<file path="config.mk">
export PLATFORM = sky130hd
export DESIGN_NAME = operand_fetch_flat
export DESIGN_NICKNAME = d
export VERILOG_FILES = /design/src/rtl/operand_fetch_pkg.sv /design/src/rtl/operand_fetch_if.sv /design/src/rtl/operand_fetch_regfile.sv /design/src/rtl/operand_fetch.sv /design/src/flat_wrapper.sv
export SDC_FILE = /design/constraint.sdc
export NUM_CORES = 1
export LEC_CHECK = 0
export CORE_MARGIN = 3
export CORE_UTILIZATION = 48
export CTS_CLUSTER_DIAMETER = 100
export DETAILED_ROUTE_END_ITERATION = 10
export GPL_ROUTABILITY_DRIVEN = 0
export HOLD_SLACK_MARGIN = 0.02
export PLACE_DENSITY = 0.77
export RECOVER_POWER = 50
export SETUP_SLACK_MARGIN = 0.1
export SLEW_MARGIN = 40
export SYNTH_ARGS = -nofsm -noshare
export SYNTH_HDL_FRONTEND = slang
export SYNTH_SLANG_ARGS = --single-unit
</file>
<file path="constraint.sdc">
create_clock -name clk -period 7 [get_ports clk]
set_input_delay 1.75 -clock clk [delete_from_list [all_inputs] [get_ports clk]]
set_output_delay 1.75 -clock clk [all_outputs]
set_load 0.005 [all_outputs]
</file>
<file path="src/rtl/operand_fetch_pkg.sv">
// Shared operand-fetch definitions: widths, register count, ALU action and branch-type encodings.
// Also holds the writeback-match helper used by the bypass and hazard logic.
package operand_fetch_pkg;

  localparam int OF_WORD_SIZE = 16;
  localparam int OF_NUM_REGS  = 4;
  localparam int OF_REG_AW    = 2;
  localparam int OF_ACT_W     = 4;
  localparam int OF_BTYPE_W   = 3;

  typedef logic [OF_REG_AW-1:0] reg_addr_t;

  typedef enum logic [OF_ACT_W-1:0] {
    ALU_ADD    = 4'h0,
    ALU_SUB    = 4'h1,
    ALU_AND    = 4'h2,
    ALU_OR     = 4'h3,
    ALU_XOR    = 4'h4,
    ALU_SLL    = 4'h5,
    ALU_SRL    = 4'h6,
    ALU_SRA    = 4'h7,
    ALU_SLT    = 4'h8,
    ALU_SLTU   = 4'h9,
    ALU_PASS_B = 4'hA
  } alu_action_e;

  typedef enum logic [OF_BTYPE_W-1:0] {
    BT_NONE = 3'h0,
    BT_EQ   = 3'h1,
    BT_NE   = 3'h2,
    BT_LT   = 3'h3,
    BT_GE   = 3'h4,
    BT_LTU  = 3'h5,
    BT_GEU  = 3'h6,
    BT_JMP  = 3'h7
  } btype_e;

  function automatic logic wb_hits(logic wb_valid, reg_addr_t wb_addr, reg_addr_t idx);
    return wb_valid && (wb_addr == idx);
  endfunction

endpackage

</file>
<file path="src/rtl/operand_fetch_if.sv">
// Decode-side, ALU-side and writeback signals of the operand fetch stage.
// master drives instructions/writebacks and consumes operands; slave is the stage itself.
interface operand_fetch_if
  import operand_fetch_pkg::*;
#(
  parameter int WORD_SIZE = OF_WORD_SIZE
);

  logic                  in_valid;
  logic                  in_ready;
  reg_addr_t             rs1_addr;
  reg_addr_t             rs2_addr;
  logic                  use_rs2;
  logic [WORD_SIZE-1:0]  imm;
  reg_addr_t             rd_addr;
  logic                  rd_we;
  logic [OF_ACT_W-1:0]   alu_action;
  logic [OF_BTYPE_W-1:0] btype;

  logic                  out_valid;
  logic                  out_ready;
  logic [WORD_SIZE-1:0]  out_A;
  logic [WORD_SIZE-1:0]  out_B;
  logic [OF_ACT_W-1:0]   out_action;
  logic [OF_BTYPE_W-1:0] out_btype;
  reg_addr_t             out_rd;
  logic                  out_rd_we;

  logic                  wb_valid;
  reg_addr_t             wb_addr;
  logic [WORD_SIZE-1:0]  wb_data;

  modport master (
    output in_valid, rs1_addr, rs2_addr, use_rs2, imm, rd_addr, rd_we, alu_action, btype,
    output out_ready, wb_valid, wb_addr, wb_data,
    input  in_ready, out_valid, out_A, out_B, out_action, out_btype, out_rd, out_rd_we
  );

  modport slave (
    input  in_valid, rs1_addr, rs2_addr, use_rs2, imm, rd_addr, rd_we, alu_action, btype,
    input  out_ready, wb_valid, wb_addr, wb_data,
    output in_ready, out_valid, out_A, out_B, out_action, out_btype, out_rd, out_rd_we
  );

endinterface

</file>
<file path="src/rtl/operand_fetch_regfile.sv">
// 2-read/1-write register file; reads are combinational with write-through bypass.
// Writes land on the clock edge; reset clears all entries and suppresses the bypass.
module regfile
  import operand_fetch_pkg::*;
#(
  parameter int WORD_SIZE = OF_WORD_SIZE,
  parameter int NUM_REGS  = OF_NUM_REGS
) (
  input  logic                 clk,
  input  logic                 reset,
  input  reg_addr_t            ra1,
  input  reg_addr_t            ra2,
  output logic [WORD_SIZE-1:0] rd1,
  output logic [WORD_SIZE-1:0] rd2,
  input  logic                 we,
  input  reg_addr_t            wa,
  input  logic [WORD_SIZE-1:0] wd
);

  logic [WORD_SIZE-1:0] regs_q [NUM_REGS];
  logic [WORD_SIZE-1:0] regs_d [NUM_REGS];
  logic                 we_eff;

  // A writeback coincident with reset must neither land nor bypass.
  assign we_eff = we && !reset;

  always_comb begin
    for (int i = 0; i < NUM_REGS; i++) begin
      regs_d[i] = regs_q[i];
    end
    if (we_eff) begin
      regs_d[wa] = wd;
    end
  end

  always_ff @(posedge clk) begin
    for (int i = 0; i < NUM_REGS; i++) begin
      if (reset) begin
        regs_q[i] <= '0;
      end else begin
        regs_q[i] <= regs_d[i];
      end
    end
  end

  assign rd1 = wb_hits(we_eff, wa, ra1) ? wd : regs_q[ra1];
  assign rd2 = wb_hits(we_eff, wa, ra2) ? wd : regs_q[ra2];

endmodule

</file>
<file path="src/rtl/operand_fetch.sv">
// Operand fetch: regfile read, RAW scoreboard, registered ALU operands; 1-cycle latency.
// in_ready drops on a pending source (unless written back this cycle) or while the output is held.
module operand_fetch
  import operand_fetch_pkg::*;
#(
  parameter int WORD_SIZE = OF_WORD_SIZE,
  parameter int NUM_REGS  = OF_NUM_REGS
) (
  input logic           clk,
  input logic           reset,
  operand_fetch_if.slave io
);

  logic [WORD_SIZE-1:0]  rs1_val;
  logic [WORD_SIZE-1:0]  rs2_val;
  logic                  hazard;
  logic                  in_ready;
  logic                  accept;

  logic [NUM_REGS-1:0]   pend_q, pend_d;
  logic                  out_valid_q, out_valid_d;
  logic [WORD_SIZE-1:0]  out_a_q, out_a_d;
  logic [WORD_SIZE-1:0]  out_b_q, out_b_d;
  logic [OF_ACT_W-1:0]   out_act_q, out_act_d;
  logic [OF_BTYPE_W-1:0] out_bt_q, out_bt_d;
  reg_addr_t             out_rd_q, out_rd_d;
  logic                  out_we_q, out_we_d;

  regfile #(
    .WORD_SIZE (WORD_SIZE),
    .NUM_REGS  (NUM_REGS)
  ) u_regfile (
    .clk   (clk),
    .reset (reset),
    .ra1   (io.rs1_addr),
    .ra2   (io.rs2_addr),
    .rd1   (rs1_val),
    .rd2   (rs2_val),
    .we    (io.wb_valid),
    .wa    (io.wb_addr),
    .wd    (io.wb_data)
  );

  // A source being written back this cycle is satisfied by the regfile bypass.
  always_comb begin
    hazard = (pend_q[io.rs1_addr] && !wb_hits(io.wb_valid, io.wb_addr, io.rs1_addr)) ||
             (io.use_rs2 && pend_q[io.rs2_addr] &&
              !wb_hits(io.wb_valid, io.wb_addr, io.rs2_addr));
  end

  assign in_ready    = !reset && !hazard && (!out_valid_q || io.out_ready);
  assign accept      = io.in_valid && in_ready;
  assign io.in_ready = in_ready;

  // Clear first so a same-cycle set of the same bit wins.
  always_comb begin
    pend_d = pend_q;
    if (io.wb_valid) begin
      pend_d[io.wb_addr] = 1'b0;
    end
    if (accept && io.rd_we) begin
      pend_d[io.rd_addr] = 1'b1;
    end
  end

  always_comb begin
    out_valid_d = out_valid_q;
    out_a_d     = out_a_q;
    out_b_d     = out_b_q;
    out_act_d   = out_act_q;
    out_bt_d    = out_bt_q;
    out_rd_d    = out_rd_q;
    out_we_d    = out_we_q;
    if (accept) begin
      out_valid_d = 1'b1;
      out_a_d     = rs1_val;
      out_b_d     = io.use_rs2 ? rs2_val : io.imm;
      out_act_d   = io.alu_action;
      out_bt_d    = io.btype;
      out_rd_d    = io.rd_addr;
      out_we_d    = io.rd_we;
    end else if (io.out_ready) begin
      out_valid_d = 1'b0;
    end
  end

  always_ff @(posedge clk) begin
    if (reset) begin
      pend_q      <= '0;
      out_valid_q <= 1'b0;
      out_a_q     <= '0;
      out_b_q     <= '0;
      out_act_q   <= '0;
      out_bt_q    <= '0;
      out_rd_q    <= '0;
      out_we_q    <= 1'b0;
    end else begin
      pend_q      <= pend_d;
      out_valid_q <= out_valid_d;
      out_a_q     <= out_a_d;
      out_b_q     <= out_b_d;
      out_act_q   <= out_act_d;
      out_bt_q    <= out_bt_d;
      out_rd_q    <= out_rd_d;
      out_we_q    <= out_we_d;
    end
  end

  assign io.out_valid  = out_valid_q;
  assign io.out_A      = out_a_q;
  assign io.out_B      = out_b_q;
  assign io.out_action = out_act_q;
  assign io.out_btype  = out_bt_q;
  assign io.out_rd     = out_rd_q;
  assign io.out_rd_we  = out_we_q;

endmodule

</file>
<file path="src/flat_wrapper.sv">
// flat-port wrapper written by rule: the top's interface ports become plain ports
module operand_fetch_flat import operand_fetch_pkg::*;
#(
  parameter int WORD_SIZE = OF_WORD_SIZE,
  parameter int NUM_REGS  = OF_NUM_REGS
)
  (clk, reset, io_in_valid, io_rs1_addr, io_rs2_addr, io_use_rs2, io_imm, io_rd_addr, io_rd_we, io_alu_action, io_btype, io_out_ready, io_wb_valid, io_wb_addr, io_wb_data, io_in_ready, io_out_valid, io_out_A, io_out_B, io_out_action, io_out_btype, io_out_rd, io_out_rd_we);
  operand_fetch_if #(.WORD_SIZE(WORD_SIZE)) io_i ();
  input logic clk;
  input logic reset;
  input wire logic [$bits(io_i.in_valid)-1:0] io_in_valid;
  input wire logic [$bits(io_i.rs1_addr)-1:0] io_rs1_addr;
  input wire logic [$bits(io_i.rs2_addr)-1:0] io_rs2_addr;
  input wire logic [$bits(io_i.use_rs2)-1:0] io_use_rs2;
  input wire logic [$bits(io_i.imm)-1:0] io_imm;
  input wire logic [$bits(io_i.rd_addr)-1:0] io_rd_addr;
  input wire logic [$bits(io_i.rd_we)-1:0] io_rd_we;
  input wire logic [$bits(io_i.alu_action)-1:0] io_alu_action;
  input wire logic [$bits(io_i.btype)-1:0] io_btype;
  input wire logic [$bits(io_i.out_ready)-1:0] io_out_ready;
  input wire logic [$bits(io_i.wb_valid)-1:0] io_wb_valid;
  input wire logic [$bits(io_i.wb_addr)-1:0] io_wb_addr;
  input wire logic [$bits(io_i.wb_data)-1:0] io_wb_data;
  output wire logic [$bits(io_i.in_ready)-1:0] io_in_ready;
  output wire logic [$bits(io_i.out_valid)-1:0] io_out_valid;
  output wire logic [$bits(io_i.out_A)-1:0] io_out_A;
  output wire logic [$bits(io_i.out_B)-1:0] io_out_B;
  output wire logic [$bits(io_i.out_action)-1:0] io_out_action;
  output wire logic [$bits(io_i.out_btype)-1:0] io_out_btype;
  output wire logic [$bits(io_i.out_rd)-1:0] io_out_rd;
  output wire logic [$bits(io_i.out_rd_we)-1:0] io_out_rd_we;
  assign io_i.in_valid = io_in_valid;
  assign io_i.rs1_addr = io_rs1_addr;
  assign io_i.rs2_addr = io_rs2_addr;
  assign io_i.use_rs2 = io_use_rs2;
  assign io_i.imm = io_imm;
  assign io_i.rd_addr = io_rd_addr;
  assign io_i.rd_we = io_rd_we;
  assign io_i.alu_action = io_alu_action;
  assign io_i.btype = io_btype;
  assign io_i.out_ready = io_out_ready;
  assign io_i.wb_valid = io_wb_valid;
  assign io_i.wb_addr = io_wb_addr;
  assign io_i.wb_data = io_wb_data;
  assign io_in_ready = io_i.in_ready;
  assign io_out_valid = io_i.out_valid;
  assign io_out_A = io_i.out_A;
  assign io_out_B = io_i.out_B;
  assign io_out_action = io_i.out_action;
  assign io_out_btype = io_i.out_btype;
  assign io_out_rd = io_i.out_rd;
  assign io_out_rd_we = io_i.out_rd_we;
  operand_fetch #(.WORD_SIZE(WORD_SIZE), .NUM_REGS(NUM_REGS)) u_core (.clk(clk), .reset(reset), .io(io_i));
endmodule
</file>
### After elaboration in Yosys (flattened, before gate mapping)

Memory sizes are Yosys's and may differ from the RTL's.
Cells that the tools add are included.

* flip-flop bits (word level): 47
* bits in latches: 0
* memory bits (writable): 64
* memory bits (read-only): 0
* input bits: 54
* output and inout bits: 44
* memories: 1

* add/subtract/negate cells: 0
* multipliers: 0
* divide/modulo/power cells: 0
* $lt $le $gt $ge: 8
* equal/unequal tests: 2
* shifts and indexed selects: 0
* multiplexer cells: 26
* bitwise operators: 8
* reductions and logical operators: 23

Memories
* u_core.u_regfile.regs_q: depth 4, width 16, rd ports 6, clocked after memory_dff 0, write ports 4, RTL line operand_fetch_regfile.sv:20 `logic [WORD_SIZE-1:0] regs_q [NUM_REGS];`

Operators with widths (count)
* 2-to-1 mux 16 bit: 8
* bitwise mux 64 bit: 1
* 2-to-1 mux 64 bit: 1
* demux 16 bit (select 2 bit): 1
* logical AND 1 bit: 15
* less-than comparator 2 x 3 -> 1 bit, second input constant: 4
* 2-to-1 mux 1 bit: 9
* 2-to-1 mux 4 bit: 2
* zero test 1 bit: 5
* AND 4 bit: 1
* binary-select mux 1 bit (select 2 bit): 2
* demux 1 bit (select 2 bit): 2
* == test 2 bit: 2
* >= comparator 2 x 1 -> 1 bit, second input constant: 2
* inverter 4 bit: 1
* OR 1 bit: 4
* OR 4 bit: 1
* >= comparator 3 bit, second input constant: 1
* less-than comparator 3 x 1 -> 1 bit, second input constant: 1
* inverter 2 -> 3 bit: 1
* logical OR 1 bit: 2
* nonzero test 2 bit: 1

### Depth between registers and ports, before layout

Gate-level depths: netlist of the first run.

* depth in word-level cells: 11
* depth in mapped cells: 8
* mapped depth without buffers: 4

### By module

Synthesis of the first run repeated with hierarchy kept, for this count alone.

* cells, all modules: 563
* area total of the unflattened synthesis: 5755.5 sq um

Modules (own cells, without submodules)
* regfile: times used 1, cells an instance 369, area each 3550.9 sq um, seq. area each 1281.2 sq um
* operand_fetch: times used 1, cells an instance 194, area each 2204.6 sq um, seq. area each 940.9 sq um

### Worst setup path before layout of the first run

OpenSTA, ideal clock, no wires.

* path kind: input -> output
* start: input io_rs1_addr[0]
* end: output io_in_ready
* data arrival time: 3.087 ns
* required time: 5.250 ns
* slack: 2.163 ns
* cell stages on the path: 5
* buffers on the path: 2
* cell sequence: buf_6 > mux4_2 > o31a_1 > clkbuf_1 > nor3_1

* word-level cells in the longest chain between the ends: 8
* elaborated cells on any way between the ends: 10

RTL lines
* start, declared: RTL line flat_wrapper.sv:12 `input wire logic [$bits(io_i.rs1_addr)-1:0] io_rs1_addr;`
* == test 2 bit: RTL line operand_fetch_pkg.sv:39 `return wb_valid && (wb_addr == idx);`
* logical AND 1 bit: RTL line operand_fetch_pkg.sv:39
* zero test 1 bit: RTL line operand_fetch.sv:46 `hazard = (pend_q[io.rs1_addr] && !wb_hits(io.wb_valid, io.wb_addr, io.rs1_addr)) ||`
* logical AND 1 bit *: RTL line operand_fetch.sv:46
* logical OR 1 bit *: RTL line operand_fetch.sv:46
* zero test 1 bit *: RTL line operand_fetch.sv:51 `assign in_ready = !reset && !hazard && (!out_valid_q || io.out_ready);`
* logical AND 1 bit * (2 in a row): RTL line operand_fetch.sv:51
* end, declared: RTL line flat_wrapper.sv:24 `output wire logic [$bits(io_i.in_ready)-1:0] io_in_ready;`

Mark *: on every way between the ends. The rest lies on a longest branch, timed or not. The select of a mux whose other input is x is not followed.

### Worst setup path in the final report of the first run

* start: input io_rs2_addr[0]
* end: output io_in_ready

* word-level cells in the longest chain between the ends: 8
* elaborated cells on any way between the ends: 11

RTL lines
* start, declared: RTL line flat_wrapper.sv:13 `input wire logic [$bits(io_i.rs2_addr)-1:0] io_rs2_addr;`
* binary-select mux 1 bit (select 2 bit) or == test 2 bit (tied branches): RTL line operand_fetch.sv:47, operand_fetch_pkg.sv:39
* 2-to-1 mux 1 bit (implied by the code) or logical AND 1 bit (tied branches): RTL line operand_fetch.sv:47, operand_fetch_pkg.sv:39
* logical AND 1 bit or zero test 1 bit (tied branches): RTL line operand_fetch.sv:47, operand_fetch.sv:48
* logical AND 1 bit *: RTL line operand_fetch.sv:47 `(io.use_rs2 && pend_q[io.rs2_addr] &&`
* logical OR 1 bit *: RTL line operand_fetch.sv:46
* zero test 1 bit *: RTL line operand_fetch.sv:51
* logical AND 1 bit * (2 in a row): RTL line operand_fetch.sv:51

Marked as above.

==> key figures, run 1 <==
Status
  • Status: finished clean

Timing
  • Final Skew: 0.00861 ns
  • Hold Vio Cnt, Final: 0
  • Number of max-slew violations in the final report: 0
  • RSZ-0062 raised after global routing: no
  • Slew headroom: 8.01%
  • Tcrit/Tclk final: 86.8%
  • Fin Hold WS: 0.457 ns
  • Endpoints failing setup: 0
  • Worst-margin pin slew: 1.38 ns
  • Final setup TNS: 0 ns
  • Final critical-path required period: just over 6 ns
  • Fmax: 165 MHz
  • Setup WS post-layout: roughly 0.92 ns

Floorplanning
  • Effective utilization at floorplan: 50.1%
  • Die Area: 12900 um^2
  • Num ports: 98
  • Num rows: 38
  • Die Width: 114 um
  • CORE AREA: 11100 um^2
  • Height of the die: 114 um

Synth
  • Synth cell count leaders: nand2_1 (133), dfxtp_1 (111), a21oi_1 (65)
  • Compound-Gate Fraction of Synth Area: 21.3%
  • Largest area contributor in the netlist: dfxtp_1
  • Syn Inst Count: 585
  • Count leader, synth: nand2_1
  • Async S/R FF share, synth: 0%
  • Synthesized area per cell: around 9.5 um^2
  • Synthesized flop and latch total: 111
  • Combinational family with the most area after synthesis: compound AO/OA/AOI/OAI gates
  • Synthesized-area fraction occupied by adder cells: 0%
  • Syn_nets: 639
  • Ys flop type: dfxtp_1
  • Post-synth EDFFs: 0
  • Post-Syn Area: between 5000 and 6000 um^2
  • Synth Area in Simple Gates: about 14%
  • Mux contribution to synthesized area: a little under a fifth
  • Synth unique cells: 42
  • Ranking of synthesized cells by area: dfxtp_1 (40%), mux4_2 (14%), nand2_1 (9.0%)
  • Seq/Total Area, Yosys: between 40% and 50%
  • Post-Synth XOR/XNOR Area: 1.10%
  • Synth top area share: approximately two fifths
  • Yosys warnings: 0

Critical path
  • Reg-to-Reg End: u_core.io.out_A[11]
  • R2r setup slk: between 4 and 5 ns
  • Crit. path cell count: 7
  • Critical path class: in2out
  • CP required: 5.25 ns
  • R2r startpoint: u_core.pend_q[3]
  • Crit path cell chain: clkdlybuf4s50_1 -> buf_4 -> mux4_2 -> o311a_1 -> buf_4 -> nor3_1 -> clkdlybuf4s50_1
  • Arrival time at the worst endpoint: 4.33 ns
  • Critical path launch point type: input port
  • Slowest cell on the critical path: mux4_2
  • CP max FO: 18
  • Slowest stage delay, CP: 0.59 ns
  • CP top delay family: buffers and inverters
  • Worst setup EP type: output port
  • Buf/Inv on CP: 4
  • Register-to-Register Path Depth: 5

Clock tree
  • Root buffer cell: clkbuf_16
  • Clk pin slew, worst setup/hold paths: roughly 0.07 ns
  • Num CTS Buffers: 9
  • Clock Sinks: 111
  • CTS Hold Buffers Added: 0
  • Post-CTS Setup Inserts: 0
  • PostCTS Resize Cnt: 0
  • CTS tree: built
  • H-tree depth: 3
  • Worst-case clock buffer depth: 2
  • Clk_lat worst skew: 0.34 ns

GRT
  • Global-route usage over all layers: approximately 25%
  • Maximum number of pins on one net before global-route repair: 77
  • Total gr overflow: 0
  • Initial antenna violation count: 0
  • Vias in the first global route: 4944
  • Global-route wire length before repair: roughly 26 mm

Detailed routing
  • Routed len/inst: 20.3 um
  • M1 wire length: 6.56 mm
  • DRC violations left: 0
  • DRT Wirelength: 16.2 mm
  • DR pass1 iterations: 5
  • DR vias: 5026
  • Top routing layer used: met4
  • Initial drt markers: 525
  • Post-DRT Antenna Nets: 0
  • DR WL met3: 1.48 mm
  • Met2 wire len: approximately 7.6 mm
  • DR vias/cell: approximately 6.3

Min path
  • Hold path cells: 2
  • HP Start: u_core.io.out_rd_we
  • Hold WC Path Type: reg2reg
  • Hold Path Sink: u_core.io.out_rd_we

Cells and area
  • Antenna cell count: 0
  • Post-layout util: 61.7%
  • Synthesis-to-finish area growth: 23.2%
  • Layout cell share with drive strength beyond 1: 12.5%
  • Total Nets Final: ~700

Power and ir drop
  • Static leakage: 2.48 nW
  • Pwr dens: 202 nW/um^2
  • Max VDD drop: 0.116 mV

Placement
  • HPWL Detailed: 11.1 mm
  • Pre-CTS setup slack: 0.926 ns
  • Port buffer count: 97

Flow run
  • Max-cap viol count: 0
[layout make-up]
| cell class | instances | area (um^2) |
|---|---|---|
| inverter | 3 | 11.3 |
| sequential | 111 | 2220 |
| timing repair buffer | 112 | 1070 |
| multi-input combinational | 415 | 3080 |
| clock buffer | 12 | 246 |
| tap | 140 | 175 |
| fill | 925 | 4240 |
| clock inverter | 4 | 31.3 |
[cell families (layout without fill, tap and decap cells)]
group	count (synthesis)	after routing
AOI/OAI and AO/OA	170	170
and+or+nand+nor	182	182
buffers and inverters	59	131
DFF	111	111
muxes	59	59
xor gates and xnor gates	4	4
[layout by cell type, fill, tap and decap left out, types with 16 or more instances in the layout]
master             n
nor2_1            17
dlygate4sd3_1     45
a21oi_1           65
nand2_1          133
a31oi_1           16
mux2i_1           16
clkdlybuf4s50_1   51
dfxtp_1          111
mux4_2            34
a211oi_1          32
o41ai_1           16
o31a_1            17
[power breakdown]
part           leakage, nW  total [mW]  internal [mW]  switching [mW]
combinational         1.45       0.225          0.105           0.120
clock                0.125       0.478          0.252           0.225
sequential           0.905       0.677          0.660          0.0170
[how the worst max path moves through the flow]
stage / startpoint / slack [ns] / endpoint
6_report: io_rs2_addr[0] / 0.92 / io_in_ready
5_1_grt: io_rs2_addr[0] / 0.82 / io_in_ready
4_1_cts: io_rs2_addr[0] / 0.93 / io_in_ready
3_5_place_dp: io_rs2_addr[0] / 0.93 / io_in_ready
3_3_place_gp: io_rs2_addr[0] / 0.99 / io_in_ready
2_1_floorplan: io_rs1_addr[0] / 2.16 / io_in_ready
[tightest hold or removal path, stage by stage (launching register included)]
cell and delay, ns:
dfxtp_1 0.31, nand2_1 0.06, o21ai_1 0.05
[metal layers]
metal  vias to the layer above  track usage (%)
met5                         -                0
met1                      2397             32.8
met2                       271             40.6
met4                         0             12.7
met3                        47             4.51
li1                       2311                -
[metrics by stage]
stage | cell area (um^2) | power (mW) | std cells
after floorplan | 5550 | 0.814 | 585
after global placement | 6530 | 0.912 | 780
after detailed placement | 6550 | 0.920 | 780
after CTS | 6830 | 1.39 | 796
after global routing | 6840 | 1.43 | 797
final | 6840 | 1.38 | 797
[sequential cells by signal, summed over array words and instances (netlist names)]
name                     flops
u_core.io.out_A             16
u_core.io.out_rd             2
u_core.io.out_valid          1
u_core.io.out_btype          3
u_core.pend_q                4
u_core.io.out_B             16
u_core.io.out_rd_we          1
u_core.u_regfile.regs_q     64
u_core.io.out_action         4
Power figures use the tool's default switching activity.
==> run 2, diff against run 1 <==
--- a/config.mk
+++ b/config.mk
@@ -5,7 +5,6 @@
 export SDC_FILE = /design/constraint.sdc
 export NUM_CORES = 1
 export LEC_CHECK = 0
-export CORE_MARGIN = 3
 export CORE_UTILIZATION = 48
 export CTS_CLUSTER_DIAMETER = 100
 export DETAILED_ROUTE_END_ITERATION = 10
==> key figures, run 2 (same netlist as run 1, synthesis figures left out) <==
Timing
  • Number of max-slew violations in the final report: 0
  • Hold Vio Cnt, Final: 0
  • Endpoints failing setup: 0
  • Setup WS post-layout: between 1 and 1.5 ns
  • Fmax: 168 MHz
  • Final critical-path required period: 5.93 ns
  • Slew headroom: 15.1%
  • Tcrit/Tclk final: 84.8%
  • Final Skew: 0.00460 ns
  • RSZ-0062 raised after global routing: no
  • Worst-margin pin slew: 1.27 ns
  • Final setup TNS: 0 ns

Critical path
  • R2r startpoint: u_core.pend_q[3]
  • Register-to-Register Path Depth: 5
  • Critical path class: in2out
  • Arrival time at the worst endpoint: 4.18 ns
  • CP required: 5.25 ns
  • Critical path launch point type: input port
  • R2r setup slk: 4.78 ns
  • CP max FO: 19
  • Worst setup EP type: output port
  • Reg-to-Reg End: u_core.io.out_B[11]

Cells and area
  • Commonest non-fill, non-tap cells in the layout: nand2_1 (133), dfxtp_1 (111), a21oi_1 (65), clkdlybuf4s50_1 (52), dlygate4sd3_1 (44)
  • Layout cell share with drive strength beyond 1: 12.7%
  • Synthesis-to-finish area growth: 22.9%
  • Fillers: 915
  • Commonest non-fill, non-tap cell in the layout: nand2_1
  • Multi-input logic area: ~3000 um^2
  • Register Area: between 2000 and 2500 um^2
  • Total Nets Final: 706
  • Reg with most FFs: u_core.u_regfile.regs_q
  • Post-layout util: 61.8%
  • Max reg flops: 64
  • Antenna cell count: 0

GRT
  • GR met2 Demand/Resource: 46.8%
  • Gr busiest metal: met2
  • Vias in the first global route: 4761
  • Maximum number of pins on one net before global-route repair: 102
  • GR Layer Usage met3: approximately 5.4%
  • Met1 Resource Use GR: between 30% and 40%
  • Global-route wire length before repair: approximately 25 mm
  • Initial antenna violation count: 0
  • Total gr overflow: 0
  • Global-route usage over all layers: 28.2%

Clock tree
  • Post-CTS Setup Inserts: 0
  • Clk pin slew, worst setup/hold paths: 0.07 ns
  • Num CTS Buffers: 9
  • CTS Hold Buffers Added: 0
  • CTS tree: built
  • Root buffer cell: clkbuf_16
  • H-tree depth: 3
  • PostCTS Resize Cnt: 0
  • Clk_lat worst skew: 0.34 ns
  • Clock Sinks: 111
  • Worst-case clock buffer depth: 2

Min path
  • HP Start: u_core.u_regfile.regs_q[0][7]
  • Hold path cells: 2
  • Hold Path Sink: u_core.u_regfile.regs_q[0][7]
  • Hold WC Path Type: reg2reg

Detailed routing
  • DR vias/cell: around 6.3
  • DRC violations left: 0
  • Post-DRT Antenna Nets: 0
  • DR pass1 iterations: 5
  • DR vias: a little over 5000
  • Initial drt markers: 602
  • DRT Wirelength: 16.3 mm
  • Routed len/inst: 20.5 um

Floorplanning
  • Num ports: 98
  • Num rows: 38
  • CORE AREA: 11000 um^2
  • Effective utilization at floorplan: 50.3%
  • Die Area: 12000 um^2
  • Die Width: 110 um
  • Height of the die: 110 um

Power and ir drop
  • Max VDD drop: 0.112 mV
  • Static leakage: 2.48 nW
  • Pwr dens: ~200 nW/um^2

Placement
  • Pre-CTS setup slack: 1.16 ns
  • Port buffer count: 97
  • HPWL Detailed: roughly 11 mm

Flow run
  • Max-cap viol count: 0

Status
  • Status: finished clean
run 2: where the power goes:
| part | switching, mW | internal (mW) | total, mW |
|---|---|---|---|
| logic | 0.122 | 0.105 | 0.227 |
| clock network | 0.226 | 0.240 | 0.466 |
| registers | 0.0170 | 0.660 | 0.677 |
run 2: metal layers:
metal  up-vias  routed length (um)
li1       2307                   -
met2       284                7850
met1      2399                6500
met3        37                1510
met4         0                 457
met5         -                   0
run 2: metrics by stage:
step	instances	instance area (um^2)	hold WS (ns)	total power [mW]
after floorplan	585	5550	0.443	0.814
after global placement	779	6530	0.449	0.914
after detailed placement	780	6550	0.456	0.923
after CTS	795	6810	0.466	1.38
after global routing	796	6820	0.484	1.42
final	796	6820	0.469	1.37
run 2: worst max-delay path by stage:
stage / slack, ns / cells after the start / end / start
after floorplan: 2.16 / 5 / io_in_ready / io_rs1_addr[0]
after global placement: 1.20 / 6 / io_in_ready / io_wb_addr[1]
after detailed placement: 1.16 / 6 / io_in_ready / io_wb_addr[1]
after CTS: 1.16 / 6 / io_in_ready / io_wb_addr[1]
after global routing: 0.96 / 6 / io_in_ready / io_wb_addr[1]
final: 1.07 / 6 / io_in_ready / io_wb_addr[1]
run 2: worst max-delay path, cell delays in order:
cell and delay (ns):
dlygate4sd3_1 0.82, xor2_4 0.30, o311a_1 0.41, buf_4 0.20, nor3_1 0.16, clkdlybuf4s50_1 0.53
run 2: final cells by class:
cell class	instances	share of cell area [%]
sequential	111	32.6
timing repair buffer	112	15.9
multi-input combinational	415	44.9
clock inverter	5	0.514
inverter	3	0.165
tap	140	2.57
clock buffer	10	3.36
